`src/rtl/div_rr_sched_pkg.sv`:
```
// div_rr_sched_pkg: shared state encoding, default sizes and fixed-point helpers for the divider scheduler
package div_rr_sched_pkg;

    typedef enum logic [1:0] {
        S_IDLE = 2'd0,
        S_ITER = 2'd1,
        S_DONE = 2'd2
    } state_t;

    localparam int W_DEF     = 9;
    localparam int ITERS_DEF = 3;

    function automatic int one_frac(input int w);
        return 1 << (w - 1);
    endfunction

    function automatic int two_frac(input int w);
        return 1 << w;
    endfunction

endpackage

```
`src/rtl/div_iter_step.sv`:
```
// div_iter_step: one combinational Goldschmidt step, x and t both scaled by f = 2 - t
module div_iter_step
    import div_rr_sched_pkg::*;
#(
    parameter int W = W_DEF
) (
    input  logic [W:0] x,
    input  logic [W:0] t,
    output logic [W:0] x_nxt,
    output logic [W:0] t_nxt
);

    localparam logic [W:0] TWO = (W+1)'(two_frac(W));

    logic [W:0]     f;
    logic [2*W+1:0] px;
    logic [2*W+1:0] pt;

    assign f     = TWO - t;
    assign px    = {{(W+1){1'b0}}, x} * {{(W+1){1'b0}}, f};
    assign pt    = {{(W+1){1'b0}}, t} * {{(W+1){1'b0}}, f};
    assign x_nxt = (W+1)'(px >> (W - 1));
    assign t_nxt = (W+1)'(pt >> (W - 1));

endmodule

```
`src/rtl/div_rr_sched.sv`:
```
// div_rr_sched: round-robin scheduler time-sharing one Goldschmidt divider among NREQ requesters
module div_rr_sched
    import div_rr_sched_pkg::*;
#(
    parameter int NREQ  = 4,
    parameter int W     = W_DEF,
    parameter int ITERS = ITERS_DEF,
    parameter int IDW   = 2
) (
    input  logic              clk,
    input  logic              reset,
    input  logic [NREQ-1:0]   req_valid,
    output logic [NREQ-1:0]   req_ready,
    input  logic [NREQ*W-1:0] n_in,
    input  logic [NREQ*W-1:0] d_in,
    output logic [W-1:0]      q_out,
    output logic [IDW-1:0]    q_id,
    output logic              q_dz,
    output logic              q_valid,
    input  logic              q_ready,
    output logic              busy
);

    localparam int CW = $clog2(ITERS + 1);

    state_t          state;
    state_t          state_nxt;
    logic [IDW-1:0]  ptr;
    logic [IDW-1:0]  gnt_idx;
    logic            any_vld;
    logic [IDW-1:0]  id;
    logic            dz;
    logic [CW-1:0]   cnt;
    logic            last;
    logic [W:0]      x;
    logic [W:0]      t;
    logic [W:0]      x_nxt;
    logic [W:0]      t_nxt;
    logic [W-1:0]    n_sel;
    logic [W-1:0]    d_sel;

    div_iter_step #(.W(W)) u_step (
        .x     (x),
        .t     (t),
        .x_nxt (x_nxt),
        .t_nxt (t_nxt)
    );

    // pick the first valid requester after ptr; scanning offsets downward leaves the nearest one winning
    always_comb begin
        gnt_idx = '0;
        any_vld = 1'b0;
        for (int k = NREQ; k >= 1; k--) begin
            if (req_valid[(int'(ptr) + k) % NREQ]) begin
                gnt_idx = IDW'((int'(ptr) + k) % NREQ);
                any_vld = 1'b1;
            end
        end
    end

    assign req_ready = (state == S_IDLE && any_vld) ? {{(NREQ-1){1'b0}}, 1'b1} << gnt_idx : '0;
    assign busy      = state != S_IDLE;
    assign last      = state == S_ITER && cnt == CW'(ITERS - 1);
    assign n_sel     = n_in[int'(gnt_idx)*W +: W];
    assign d_sel     = d_in[int'(gnt_idx)*W +: W];

    // next-state: grant leaves IDLE, the final step enters DONE, downstream acceptance returns to IDLE
    always_comb begin
        state_nxt = state;
        state_nxt = state == S_IDLE ? (any_vld ? S_ITER : S_IDLE) :
                    state == S_ITER ? (last ? S_DONE : S_ITER) :
                    (q_ready ? S_IDLE : S_DONE);
    end

    // state register
    always_ff @(posedge clk) begin
        if (reset) state <= S_IDLE;
        else       state <= state_nxt;
    end

    // operand capture, iteration datapath and registered result outputs
    always_ff @(posedge clk) begin
        if (reset) begin
            x       <= '0;
            t       <= '0;
            id      <= '0;
            dz      <= 1'b0;
            cnt     <= '0;
            ptr     <= IDW'(NREQ - 1);
            q_out   <= '0;
            q_id    <= '0;
            q_dz    <= 1'b0;
            q_valid <= 1'b0;
        end else begin
            case (state)
                S_IDLE: if (any_vld) begin
                    x   <= {1'b0, n_sel};
                    t   <= {1'b0, d_sel};
                    id  <= gnt_idx;
                    ptr <= gnt_idx;
                    dz  <= d_sel == '0;
                    cnt <= '0;
                end
                S_ITER: begin
                    x   <= x_nxt;
                    t   <= t_nxt;
                    cnt <= cnt + 1'b1;
                    if (last) begin
                        q_valid <= 1'b1;
                        q_out   <= dz ? {W{1'b1}} : x_nxt[W-1:0];
                        q_id    <= id;
                        q_dz    <= dz;
                    end
                end
                S_DONE: if (q_ready) q_valid <= 1'b0;
                default: ;
            endcase
        end
    end

endmodule

```
`config.mk`:
```
export PLATFORM = sky130hd
export DESIGN_NAME = div_rr_sched
export DESIGN_NICKNAME = d
export VERILOG_FILES = /design/src/rtl/div_rr_sched_pkg.sv /design/src/rtl/div_iter_step.sv /design/src/rtl/div_rr_sched.sv
export SDC_FILE = /design/constraint.sdc
export NUM_CORES = 1
export LEC_CHECK = 0
export ABC_AREA = 1
export BUFFER_PORTS_ARGS = -buffer_cell sky130_fd_sc_hd__buf_2
export CAP_MARGIN = 10
export CORE_MARGIN = 2
export CORE_UTILIZATION = 56
export CTS_CLUSTER_DIAMETER = 100
export DETAILED_ROUTE_END_ITERATION = 12
export MAX_ROUTING_LAYER = met4
export PLACE_DENSITY = 0.85
export SYNTH_ARGS = -nofsm -noshare
export SYNTH_HDL_FRONTEND = slang
export SYNTH_HIERARCHICAL = 1
export SYNTH_SLANG_ARGS = --single-unit
```
`constraint.sdc`:
```
create_clock -name clk -period 5.8 [get_ports clk]
set_clock_uncertainty 0.15 [all_clocks]
set_input_delay 0.29 -clock clk [delete_from_list [all_inputs] [get_ports clk]]
set_output_delay 0.29 -clock clk [all_outputs]
set_load 0.02 [all_outputs]
```
==> qor.yml <==
cpPeakStageDelay_ns: 0.53
grt_pass1_vias: 8927
min_period_over_period: 0.970
endpoint_kind: "register"
grt_pass1_wl_mm: 41.7
netlist_instances: 1284
worst_pin_slew_ns: 1.01
pin_count: 97
routedWlPerCell_um: 16.0
cts_made_buffers: 5
final_cells: 1614
area_growth_pct: 15.6
drt_wl_total_mm: 25.8
slew_headroom: 0.324
dieArea_um2: 17200
yosysUniqueCellTypes: 49
drt_iter0_drc: 758
synth_compound_area_frac: 0.0801
numPortBuffers: 96
place_inst: 1602
drt_pass1_iterations: 5
hpwl_mm: 20.7
r2r_cells: 23
crit_buf_inv: 6
die_h_um: 131
drc_errors: 0
die_w_um: 131
status: "finished clean"
cp_max_fo: 6
worstSkewPairLatency_ns: 0.30
clockBufferDepth: 2
ys_warn_count: 6
cp.required_ns: 5.87
synthAdderAreaFrac: 0.402
max_freq_ghz: 0.178
vias: 8828
crit_path_cell_trace: "inv_4, nand2_4, nor4_4, buf_4, ha_4, buf_4, buf_4, nor2_2, fa_1, fa_1, inv_1, fa_1, inv_1, fa_1, ha_1, ha_4, a21oi_1, o21ai_0, a21oi_2, nand3_1, nand2_1, nand2_1, a31oi_1"
hold_viol: 0
diodes: 0
clk_pin_slew_worst_paths_ns: 0.07
fin_nets: 1695
synth_top_family_by_area: "adder cells"
avgSynthCellArea_um2: 7.05
fillers: 1262
via_per_inst: 5.47
ys_ff_latch: 42
synth_xor_area_frac: 0.0153
yosysSeqAreaShare: 0.0929
cp_top_family: "adder cells"
placed_cell_area_um2: 9940
grt_max_degree: 40
core_um2: 15800
syn_nets: 1582
synth-edff-count: 0
initial_utilization: 0.572
clockRootBuffer: "clkbuf_16"
path_class: "reg -> reg"
synth.largest_area_cell: "fa_1"
core.rowCount: 46
ys_async_sr_fraction: 0
synth.most_common_cell: "nand2_1"
ys.flop_type: "dfxtp_1"
track_usage: 0.303
netlist_top_cells_count: "nand2_1, inv_1, nor2_1, fa_1, ha_1"
maxCapViolations: 0
ant_nets: 0
synth-simple-area-share: 0.279
grt-ovfl-total: 0
min_period_ns: 5.63
synthMuxAreaShare: 0
drv_slew: 0
htreeDepth: 2
hold_class: "in -> reg"
netlist_area_um2: 9050
hold_depth: 2
cts_tree: "yes"
crit_path_frequent_cell: "fa_1"
fin_ws_ns: 0.173
worst_setup_path_start_kind: "register"
cts.sinks: 42
yosys-top-cells-area: "fa_1, ha_1, nand2_1"
stdcell_area_um2: 10500
drive_gt1_frac: 0.189
cp.arrival_ns: 5.69
finalSetupViolCount: 0
crit_cells: 23
slowest_stage: "fa_1"
synth_top_area_frac: 0.265
place_ws_ns: -0.0269
gp_congestion: 0.989
antenna_found_initial: 0
sequential cells by signal, indices dropped and copies added, names as in the netlist:
signal	flops
id	2
cnt	2
dz	1
q_valid	1
t	10
state	2
q_id	2
q_out	9
ptr	2
q_dz	1
x	10
final timing paths:
kind	startpoint	to	slack, ns
worst max-delay path	t[3]$_SDFFE_PP0P_	t[8]$_SDFFE_PP0P_	0.17
worst min-delay path	q_ready	state[1]$_SDFF_PP0_	0.03
worst max register to register	t[3]$_SDFFE_PP0P_	t[8]$_SDFFE_PP0P_	0.17
worst min register to register	q_id[1]$_SDFFE_PP0P_	q_id[1]$_SDFFE_PP0P_	0.32
per-stage QoR:
step                      hold slack [ns]   util  TNS [ns]
final                              0.0304  0.661         0
after global routing               0.0469  0.661    -0.179
after CTS                          0.0266  0.638         0
after detailed placement            0.306  0.628   -0.0483
after global placement              0.298  0.628         0
after floorplan                     0.228      -         0
repair_timing:
item,4_1_cts,5_1_grt
setup buffers,0,4
setup endpoints to repair,6,26
hold buffers,0,0
hold endpoints to repair,0,0
gates resized for setup,4,74
pin swaps,0,20
worst register-to-register path, stage by stage (launching register included):
cell and delay [ns]:
dfxtp_1 0.41, inv_4 0.10, nand2_4 0.07, nor4_4 0.26, buf_4 0.18, ha_4 0.21, buf_4 0.17, buf_4 0.14
nor2_2 0.13, fa_1 0.43, fa_1 0.51, inv_1 0.06, fa_1 0.53, inv_1 0.06, fa_1 0.47, ha_1 0.34
ha_4 0.28, a21oi_1 0.21, o21ai_0 0.21, a21oi_2 0.22, nand3_1 0.10, nand2_1 0.11, nand2_1 0.07, a31oi_1 0.16
cells in the final DEF (no fill, tap or decap), types with 6 or more instances in the layout:
master   count
o21ai_0     31
fa_1       119
xor2_1       9
nand4_1      6
dfxtp_1     39
o21a_1       6
inv_2       10
o21ai_1      6
buf_4       47
buf_2       96
a21oi_1     43
ha_4        11
a31oi_1      9
nor3_1       7
nand2_1    289
nand2_4      7
nor2_1     155
nor2_2      11
nand2_2     23
ha_1        83
nand3_1     66
inv_1      232
area by class of cell:
type / instances / area (um2) / share of cell area
Multi-Input combinational cell: 951 / 7350 / 0.702
Inverter: 249 / 951 / 0.0908
Timing Repair Buffer: 148 / 893 / 0.0853
Sequential cell: 42 / 847 / 0.0809
Tap cell: 216 / 270 / 0.0258
Clock buffer: 5 / 125 / 0.0120
Clock inverter: 3 / 28.8 / 0.00275
cells by family after synthesis:
kind of cell             after synthesis
AO/OA/AOI/OAI                        127
XOR/XNOR                              15
adder cells (fa/ha/maj)              219
buffers and inverters                291
flip-flops                            42
AND/OR/NAND/NOR                      590
routing by layer:
metal	wire length, um	GRT usage	up-vias
met5	0	-	-
met2	12500	0.515	450
met4	856	0.0936	0
met1	10300	0.368	4136
met3	2120	0.0579	68
li1	-	-	4174
Power is left out: the tool's default activity adds up to more than one toggle a clock period on the data nets, which glitch-free logic cannot reach.
